## config.mk

```make
export PLATFORM = sky130hd
export DESIGN_NAME = ulpi_rx_stream_flat
export DESIGN_NICKNAME = d
export VERILOG_FILES = /design/src/rtl/ulpi_rx_stream_if.sv /design/src/rtl/ulpi_rx_stream.sv /design/src/flat_wrapper.sv
export SDC_FILE = /design/constraint.sdc
export NUM_CORES = 1
export LEC_CHECK = 0
export CORE_UTILIZATION = 41
export DETAILED_ROUTE_END_ITERATION = 7
export HOLD_SLACK_MARGIN = 0.08
export MAX_ROUTING_LAYER = met4
export PLACE_DENSITY_LB_ADDON = 0.25
export SLEW_MARGIN = 30
export SYNTH_ARGS = -nofsm -noshare
export SYNTH_HDL_FRONTEND = slang
export SYNTH_SLANG_ARGS = --single-unit
```

## constraint.sdc

```tcl
create_clock -name clock -period 3.2 [get_ports clock]
set_input_delay 0.64 -clock clock [delete_from_list [all_inputs] [get_ports clock]]
set_output_delay 0.64 -clock clock [all_outputs]
set_load 0.02 [all_outputs]
```

## src/rtl/ulpi_rx_stream_if.sv

```systemverilog
// AXI4-Stream byte channel carrying received USB packets to the packet decoder.
// master drives tvalid/tlast/tdata, slave drives tready.
interface ulpi_rx_stream_if;
   logic       tvalid;
   logic       tready;
   logic       tlast;
   logic [7:0] tdata;

   modport master (output tvalid, output tlast, output tdata, input tready);
   modport slave  (input tvalid, input tlast, input tdata, output tready);
endinterface

```

## src/rtl/ulpi_rx_stream.sv

```systemverilog
// ULPI receive framer: classifies PHY bus cycles, strips RX CMDs and emits one
// AXI4-Stream packet per USB packet through a small first-word-fall-through FIFO.
module ulpi_rx_stream #(
   parameter int unsigned FIFO_DEPTH = 4
) (
   input  logic                  clock,
   input  logic                  reset_n,
   input  logic                  ulpi_dir_i,
   input  logic                  ulpi_nxt_i,
   input  logic [7:0]            ulpi_data_i,
   ulpi_rx_stream_if.master      m_axis,
   output logic [1:0]            linestate_o,
   output logic [1:0]            vbus_o,
   output logic                  rx_active_o,
   output logic                  rx_error_o,
   output logic                  overflow_o
);

   localparam int unsigned AW = $clog2(FIFO_DEPTH);
   localparam int unsigned PW = AW + 1;

   typedef enum logic [1:0] {StIdle, StTurn, StRecv, StDrop} state_e;

   state_e state_q, state_d;

   logic          dir_q;
   logic [7:0]    hold_q;
   logic          hold_vld_q;
   logic [1:0]    linestate_q;
   logic [1:0]    vbus_q;
   logic          rx_error_q;
   logic          overflow_q;
   logic [PW-1:0] wptr_q, rptr_q;
   logic [8:0]    mem_q [FIFO_DEPTH];

   // Cycle classification
   logic turn, rx_cmd, data_cyc, rx_active_ev, rx_err_ev, eop;

   // Control decoded from the FSM
   logic push_req, push_last, hold_load, hold_clr, ovf_set, err_clr;

   // FIFO status
   logic empty, full, rd_en, wr_ok, wr_en;

   assign turn         = ulpi_dir_i & ~dir_q;
   assign rx_cmd       = ulpi_dir_i & ~ulpi_nxt_i & ~turn;
   assign data_cyc     = ulpi_dir_i & ulpi_nxt_i & ~turn;
   assign rx_active_ev = rx_cmd & ulpi_data_i[4];
   assign rx_err_ev    = rx_cmd & (ulpi_data_i[5:4] == 2'b11);
   assign eop          = ~ulpi_dir_i | (rx_cmd & ~ulpi_data_i[4]);

   assign empty = (wptr_q == rptr_q);
   assign full  = (wptr_q[AW] != rptr_q[AW]) && (wptr_q[AW-1:0] == rptr_q[AW-1:0]);
   assign rd_en = ~empty & m_axis.tready;
   // A slot freed by a same-cycle read can take the incoming byte.
   assign wr_ok = ~full | rd_en;
   assign wr_en = push_req & wr_ok;

   // State register
   always_ff @(posedge clock or negedge reset_n) begin
      if (!reset_n) begin
         state_q <= StIdle;
      end else begin
         state_q <= state_d;
      end
   end

   // Next-state logic
   always_comb begin
      state_d = state_q;
      unique case (state_q)
         StIdle: begin
            if (turn) begin
               state_d = ulpi_nxt_i ? StRecv : StTurn;
            end
         end
         StTurn: begin
            if (!ulpi_dir_i) begin
               state_d = StIdle;
            end else if (data_cyc || rx_active_ev) begin
               state_d = StRecv;
            end
         end
         StRecv: begin
            if (eop) begin
               state_d = StIdle;
            end else if (data_cyc && hold_vld_q && !wr_ok) begin
               state_d = StDrop;
            end
         end
         StDrop: begin
            if (eop) begin
               state_d = StIdle;
            end
         end
         default: state_d = StIdle;
      endcase
   end

   // Output / control logic
   always_comb begin
      push_req    = 1'b0;
      push_last   = 1'b0;
      hold_load   = 1'b0;
      hold_clr    = 1'b0;
      ovf_set     = 1'b0;
      rx_active_o = (state_q == StRecv) || (state_q == StDrop);
      err_clr     = (state_d == StRecv) && (state_q != StRecv);
      unique case (state_q)
         StTurn: begin
            hold_load = data_cyc;
         end
         StRecv: begin
            if (eop) begin
               push_req  = hold_vld_q;
               push_last = 1'b1;
               hold_clr  = 1'b1;
            end else if (data_cyc) begin
               push_req  = hold_vld_q;
               hold_load = 1'b1;
            end
         end
         default: ;
      endcase
      // Overflow: drop the pending byte and discard the rest of the packet.
      if (push_req && !wr_ok) begin
         ovf_set   = 1'b1;
         hold_load = 1'b0;
         hold_clr  = 1'b1;
      end
   end

   // Datapath and status registers
   always_ff @(posedge clock or negedge reset_n) begin
      if (!reset_n) begin
         dir_q       <= 1'b0;
         hold_q      <= 8'h00;
         hold_vld_q  <= 1'b0;
         linestate_q <= 2'b00;
         vbus_q      <= 2'b00;
         rx_error_q  <= 1'b0;
         overflow_q  <= 1'b0;
         wptr_q      <= '0;
         rptr_q      <= '0;
      end else begin
         dir_q <= ulpi_dir_i;
         if (hold_load) begin
            hold_q     <= ulpi_data_i;
            hold_vld_q <= 1'b1;
         end else if (hold_clr) begin
            hold_vld_q <= 1'b0;
         end
         if (rx_cmd) begin
            linestate_q <= ulpi_data_i[1:0];
            vbus_q      <= ulpi_data_i[3:2];
         end
         if (rx_err_ev) begin
            rx_error_q <= 1'b1;
         end else if (err_clr) begin
            rx_error_q <= 1'b0;
         end
         if (ovf_set) begin
            overflow_q <= 1'b1;
         end
         if (wr_en) begin
            wptr_q <= wptr_q + PW'(1);
         end
         if (rd_en) begin
            rptr_q <= rptr_q + PW'(1);
         end
      end
   end

   always_ff @(posedge clock) begin
      if (wr_en) begin
         mem_q[wptr_q[AW-1:0]] <= {push_last, hold_q};
      end
   end

   // Gate the read port so an empty FIFO shows all-zero outputs.
   assign m_axis.tvalid = ~empty;
   assign m_axis.tdata  = empty ? 8'h00 : mem_q[rptr_q[AW-1:0]][7:0];
   assign m_axis.tlast  = empty ? 1'b0 : mem_q[rptr_q[AW-1:0]][8];

   assign linestate_o = linestate_q;
   assign vbus_o      = vbus_q;
   assign rx_error_o  = rx_error_q;
   assign overflow_o  = overflow_q;

endmodule

```

## src/flat_wrapper.sv

```systemverilog
// flat-port wrapper written by rule: the top's interface ports become plain ports
module ulpi_rx_stream_flat 
#(
   parameter int unsigned FIFO_DEPTH = 4
)
  (clock, reset_n, ulpi_dir_i, ulpi_nxt_i, ulpi_data_i, linestate_o, vbus_o, rx_active_o, rx_error_o, overflow_o, m_axis_tvalid, m_axis_tlast, m_axis_tdata, m_axis_tready);
  ulpi_rx_stream_if m_axis_i ();
  input  logic clock;
  input  logic reset_n;
  input  logic ulpi_dir_i;
  input  logic ulpi_nxt_i;
  input  logic [7:0] ulpi_data_i;
  output logic [1:0] linestate_o;
  output logic [1:0] vbus_o;
  output logic rx_active_o;
  output logic rx_error_o;
  output logic overflow_o;
  output wire logic [$bits(m_axis_i.tvalid)-1:0] m_axis_tvalid;
  output wire logic [$bits(m_axis_i.tlast)-1:0] m_axis_tlast;
  output wire logic [$bits(m_axis_i.tdata)-1:0] m_axis_tdata;
  input wire logic [$bits(m_axis_i.tready)-1:0] m_axis_tready;
  assign m_axis_tvalid = m_axis_i.tvalid;
  assign m_axis_tlast = m_axis_i.tlast;
  assign m_axis_tdata = m_axis_i.tdata;
  assign m_axis_i.tready = m_axis_tready;
  ulpi_rx_stream #(.FIFO_DEPTH(FIFO_DEPTH)) u_core (.clock(clock), .reset_n(reset_n), .ulpi_dir_i(ulpi_dir_i), .ulpi_nxt_i(ulpi_nxt_i), .ulpi_data_i(ulpi_data_i), .m_axis(m_axis_i), .linestate_o(linestate_o), .vbus_o(vbus_o), .rx_active_o(rx_active_o), .rx_error_o(rx_error_o), .overflow_o(overflow_o));
endmodule
```

==> flow_summary.yaml, run 1 <==
floorplan:
  ioPinCount: 30
  die_y_microns: 82.4
  die_w_microns: 82.4
  die_area_sq_um: 6790
  core_sq_um: 6060
  start_util: 0.437
  rows: 28
run_status:
  status: "completed"
finish:
  final_cells: 286
  finalNetCount: 228
  drive_above_1_share: 0.227
  fin_util: 0.540
  n_antenna_cell: 0
  area_growth_pct: 23.6
  fin_area_sq_um: 3270
power_and_ir_drop:
  peakVddDrop_uv: 370
  power.density_nw_per_um2: 958
  p_leak_nw: 1.23
  p_total_mw: 3.14
timing:
  min_period_ns: 2.98
  min_period_over_period: 0.930
  tns_ns: 0
  clock_skew_ns: 0.00758
  fin_ws_ns: 0.225
  slew_violations: 0
  slew_headroom: 0.621
  worstMarginPinSlew_ns: 0.568
  hold_violations: 0
  whs_ns: 0.474
  fmax_ghz: 0.336
  grt_setup_unrepaired: "no"
  setup_violations: 0
synthesis:
  synthTopCellsByCount: "edfxtp_1, dfrtp_1, mux2_2"
  synthesis.area_sq_um: 2650
  yosysWarningCount: 0
  synth_cells: 167
  yosys-top-cells-area: "edfxtp_1, dfrtp_1, mux4_2"
  synth_ff_type: "edfxtp_1"
  synth.avg_cell_area_sq_um: 15.9
  synth_enable_flop_cells: 36
  seq_area_frac_synth: 0.635
  synth_top_area_frac: 0.408
  synth.net_count: 189
  ys_ff_latch: 60
  synth_cell_types: 39
  synth_most_common_cell: "edfxtp_1"
  synthArstFlopShare: 0.400
  yosysTopAreaCell: "edfxtp_1"
global_route:
  grt_pass1_wl_microns: 7570
  overflow: 0
  grt.total_usage: 0.165
  grt_start_max_net_pins: 25
  grt_pass1_vias: 1533
  antenna_found_initial: 0
setup_path:
  critical_path_class: "reg2out"
  path_buf_inv: 1
  crit_required_ns: 2.56
  worstPathArrival_ns: 2.34
  path_delay_family: "simple AND/OR/NAND/NOR gates"
  slowest_delay_ns: 0.54
  endpoint_kind: "primary output"
  slowest_stage: "clkdlybuf4s50_1"
  rrSetupSlack_ns: 0.73
  worst-path-max-fanout: 12
  start_kind: "flop"
  crit_path_cell_trace: "xnor2_1, nand3b_1, and2_1, clkdlybuf4s50_1"
routing:
  drtIter0Drc: 64
  routed_wl_microns: 4740
  wl_per_cell_microns: 16.6
  post-route-drc-count: 0
  vias_per_cell: 5.31
  dr_total_vias: 1520
  first_pass_iters: 4
  antenna_left: 0
cts:
  ctsHoldBuffers: 0
  cts_made_buffers: 9
  clock_path_buffers: 2
  cts.sinks: 60
  h-tree-depth: 3
  cts-root-buf: "clkbuf_8"
  path_clk_slew_ns: 0.07
  clk_latency_ns: 0.33
  cts_tree: "built"
placement:
  place_inst: 270
  io_buffers: 29
  place_area_sq_um: 3050
  place.gp.congestion: 0.795
  dp_slack_ns: 0.325
  place_hpwl_microns: 3240
run:
  cap_violations: 0
worst_hold_path:
  hold_path.class: "reg2reg"
==> flip-flops by register name, summed over array words and instances, names as in the netlist <==
register and flops:
u_core.mem_q 36, u_core.hold_q 8, u_core.rptr_q 3, u_core.wptr_q 3, u_core.linestate_o 2, u_core.state_q 2, u_core.vbus_o 2, u_core.dir_q 1
u_core.hold_vld_q 1, u_core.overflow_o 1, u_core.rx_error_o 1
==> per-layer routing <==
metal  up-vias  GRT usage  share of wire
met5         -          -              0
met3         7     0.0505          0.036
li1        716          -              -
met2        31      0.259           0.50
met1       766      0.198           0.46
met4         0     0.0684          0.011
==> report_power, final <==
part | total [mW] | switching [mW] | internal (mW)
Combinational | 1.18 | 0.572 | 0.610
Clock | 0.767 | 0.283 | 0.483
Sequential | 1.19 | 0.159 | 1.03
Total | 3.14 | 1.01 | 2.12
==> cells in the final DEF (no fill, tap or decap), drive strengths merged, types with 2 or more instances in the layout <==
cell	count
edfxtp	36
clkdlybuf4s50	29
dfrtp	24
mux2	14
clkbuf	13
and2	12
mux4	9
ha	9
inv	8
xnor2	5
nor2	4
nor3	3
o21ai	3
nand2	3
nand3	3
buf	3
xor2	2
nand3b	2
or2	2
o211ai	2
nor3b	2
bufinv	2
nor4b	2
a21oi	2
o31ai	2
==> cells by family after synthesis <==
family / count (synthesis) / share of synthesized area
flops: 60 / 0.635
simple gates: 38 / 0.0888
mux: 23 / 0.136
compound gates: 18 / 0.0572
buf+inv: 12 / 0.0175
fa+ha+maj: 9 / 0.0425
xor+xnor: 7 / 0.0231
==> cell type report <==
| type | instances | area, sq um |
|---|---|---|
| clock inverters | 3 | 68.8 |
| multi-input cells | 95 | 927 |
| clock buffers | 13 | 159 |
| fillers | 502 | 2790 |
| repair buffers | 32 | 313 |
| inverters | 8 | 30.0 |
| well taps | 75 | 93.8 |
| flip-flops and latches | 60 | 1680 |
==> final timing paths <==
path	cells past startpoint	to	from
worst max-delay path	4	m_axis_tdata[2]	u_core.rptr_q[1]$_DFFE_PN0P_
worst min-delay path	1	u_core.overflow_o$_DFFE_PN0P_	u_core.overflow_o$_DFFE_PN0P_
worst max register to register	5	u_core.mem_q[0][8]$_DFFE_PP_	u_core.state_q[0]$_DFF_PN0_
worst min register to register	1	u_core.overflow_o$_DFFE_PN0P_	u_core.overflow_o$_DFFE_PN0P_
max in group asynchronous	2	u_core.rptr_q[1]$_DFFE_PN0P_	reset_n
min in group asynchronous	2	u_core.wptr_q[2]$_DFFE_PN0P_	reset_n
==> worst reg2reg max path: cells and delay by family (launching register included) <==
kind | cells | cell delay, ns
AND/OR/NAND/NOR | 3 | 1.29
flip-flops | 1 | 0.44
adder cells (fa/ha/maj) | 1 | 0.28
buffers and inverters | 1 | 0.11
==> repair_timing <==
item / 4_1_cts / 5_1_grt
endpoints found under the setup margin: 0 / 9
buffers inserted: 0 / 0
resized for setup: 0 / 1
No activity file was read; power rests on OpenSTA's default activity.
==> run 2: changes to the inputs <==
--- a/config.mk
+++ b/config.mk
@@ -10,6 +10,7 @@
 export HOLD_SLACK_MARGIN = 0.08
 export MAX_ROUTING_LAYER = met4
 export PLACE_DENSITY_LB_ADDON = 0.25
+export SKIP_LAST_GASP = 1
 export SLEW_MARGIN = 30
 export SYNTH_ARGS = -nofsm -noshare
 export SYNTH_HDL_FRONTEND = slang
==> constraint.sdc (replaced) <==
create_clock -name clock -period 2.48 [get_ports clock]
set_input_delay 0.496 -clock clock [delete_from_list [all_inputs] [get_ports clock]]
set_output_delay 0.496 -clock clock [all_outputs]
set_load 0.02 [all_outputs]
==> flow_summary.yaml, run 2 (synthesis gave the netlist of run 1 again) <==
run_status:
  status: "completed"
power_and_ir_drop:
  switching_share: 0.340
  seq_power_share: 0.387
  peakVddDrop_uv: 586
  p_clk_frac: 0.212
  p_total_mw: 3.90
  combPwrFrac: 0.401
  power.density_nw_per_um2: 1160
  switching_power_mw: 1.32
  p_leak_nw: 1.32
  p_int_mw: 2.57
floorplan:
  core_sq_um: 6060
  die_w_microns: 82.4
  ioPinCount: 30
  die_y_microns: 82.4
  rows: 28
  start_util: 0.437
  die_area_sq_um: 6790
timing:
  slew_headroom: 0.641
  fmax_ghz: 0.418
  whs_ns: 0.473
  worstMarginPinSlew_ns: 0.538
  slew_violations: 0
  min_period_over_period: 0.964
  min_period_ns: 2.39
  setup_violations: 0
  tns_ns: 0
  clock_skew_ns: 0.00717
  hold_violations: 0
  grt_setup_unrepaired: "no"
finish:
  final_common_cell: "edfxtp_1"
  area_growth_pct: 27.0
  fin_area_sq_um: 3360
  mostFrequentLayoutCells: "edfxtp_1, dfrtp_1, clkdlybuf4s50_1, mux2_2"
  largest_reg_flops: 36
  multi_input_area_sq_um: 927
  drive_above_1_share: 0.281
  seq_area_sq_um: 1680
  finalNetCount: 241
  fill_cells: 501
  fin_util: 0.555
  n_antenna_cell: 0
setup_path:
  crit_start: "u_core.rptr_q[0]$_DFFE_PN0P_"
  path_delay_family: "multiplexers"
  worst-path-max-fanout: 6
  r2r-start: "u_core.state_q[0]$_DFF_PN0_"
  path_buf_inv: 2
  slowest_delay_ns: 0.51
  endpoint_kind: "primary output"
  crit_path_cell_trace: "buf_4, mux4_2, and2_1, dlygate4sd2_1"
  start_kind: "flop"
  critical_path_class: "reg2out"
  slowest_stage: "mux4_2"
  worstPathArrival_ns: 1.89
  crit_required_ns: 1.98
placement:
  place.gp.congestion: 0.909
  place_hpwl_microns: 3490
  io_buffers: 29
  place_area_sq_um: 3170
cts:
  h-tree-depth: 3
  clk_latency_ns: 0.32
  cts_tree: "built"
  cts-root-buf: "clkbuf_8"
  clock_path_buffers: 2
  path_clk_slew_ns: 0.07
  cts.sinks: 60
  cts_made_buffers: 9
global_route:
  grt_pass1_vias: 1642
  grt_pass1_wl_microns: 7810
  grt.total_usage: 0.171
  grt_start_max_net_pins: 25
  overflow: 0
  antenna_found_initial: 0
routing:
  antenna_left: 0
  drtIter0Drc: 80
  vias_per_cell: 5.25
  first_pass_iters: 4
  routed_wl_microns: 4850
  dr_total_vias: 1570
  post-route-drc-count: 0
  wl_per_cell_microns: 16.2
worst_hold_path:
  min-delay-start: "u_core.overflow_o$_DFFE_PN0P_"
  hold_path.class: "reg2reg"
run:
  cap_violations: 0
[run 2: cell types whose count changed in the layout (fill, tap and decap cells not counted), sizes merged]
cell,delta
buf,+13
clkdlybuf4s50,-11
dlygate4sd2,+10
clkbuf,-4
clkinv,+3
inv,+2
bufinv,-1
dlymetal6s2s,+1
[run 2: layout make-up]
type / instances / share of cell area
inverter: 8 / 0.00893
sequential: 60 / 0.500
clock buffer: 9 / 0.0368
clock inverter: 7 / 0.0193
tap: 75 / 0.0279
multi-input combinational: 95 / 0.276
timing repair buffer: 45 / 0.131
[run 2: per-stage QoR]
| step | setup slack [ns] | std cells |
|---|---|---|
| finish | 0.0897 | 299 |
| global route | 0.000332 | 299 |
| detailed placement | 0.00899 | 282 |
| floorplan | 0.444 | 167 |
| CTS | 0.0332 | 298 |
| global placement | 0.0621 | 282 |
[run 2: per-layer routing]
metal | global-route usage | wire length, microns
met1 | 0.189 | 2100
met4 | 0.0895 | 96
met2 | 0.283 | 2490
met5 | - | 0
met3 | 0.0462 | 165
[run 2: worst reg2reg max path: stages, from the launching register on]
cell,delay (ns)
dfrtp_1,0.44
inv_1,0.13
ha_1,0.28
nand2_1,0.24
nor3b_1,0.44
and2_1,0.24
buf_12,0.14
[run 2: power groups by stage]
| stage | Combinational, mW | Clock (mW) | Sequential [mW] |
|---|---|---|---|
| after floorplan | 1.01 | 0 | 1.50 |
| after global placement | 1.62 | 0 | 1.51 |
| after detailed placement | 1.67 | 0 | 1.53 |
| after CTS | 1.57 | 0.854 | 1.51 |
| after global routing | 1.71 | 0.901 | 1.54 |
| final | 1.56 | 0.827 | 1.51 |
[run 2: final timing paths]
kind	endpoint	slack, ns	cells after the start
worst max-delay path	m_axis_tdata[4]	0.09	4
worst min-delay path	u_core.overflow_o$_DFFE_PN0P_	0.47	1
worst max register to register	u_core.mem_q[2][1]$_DFFE_PP_	0.28	6
worst min register to register	u_core.overflow_o$_DFFE_PN0P_	0.47	1
max in group asynchronous	u_core.rptr_q[0]$_DFFE_PN0P_	1.69	2
min in group asynchronous	u_core.state_q[1]$_DFF_PN0_	0.53	2
[run 2: repair_timing]
action | CTS | global route
resized for setup | 11 | 2
endpoints found under the setup margin | 10 | 3
buffers inserted | 0 | 1
endpoints found under the hold margin | 0 | 0
hold buffers | 0 | 0
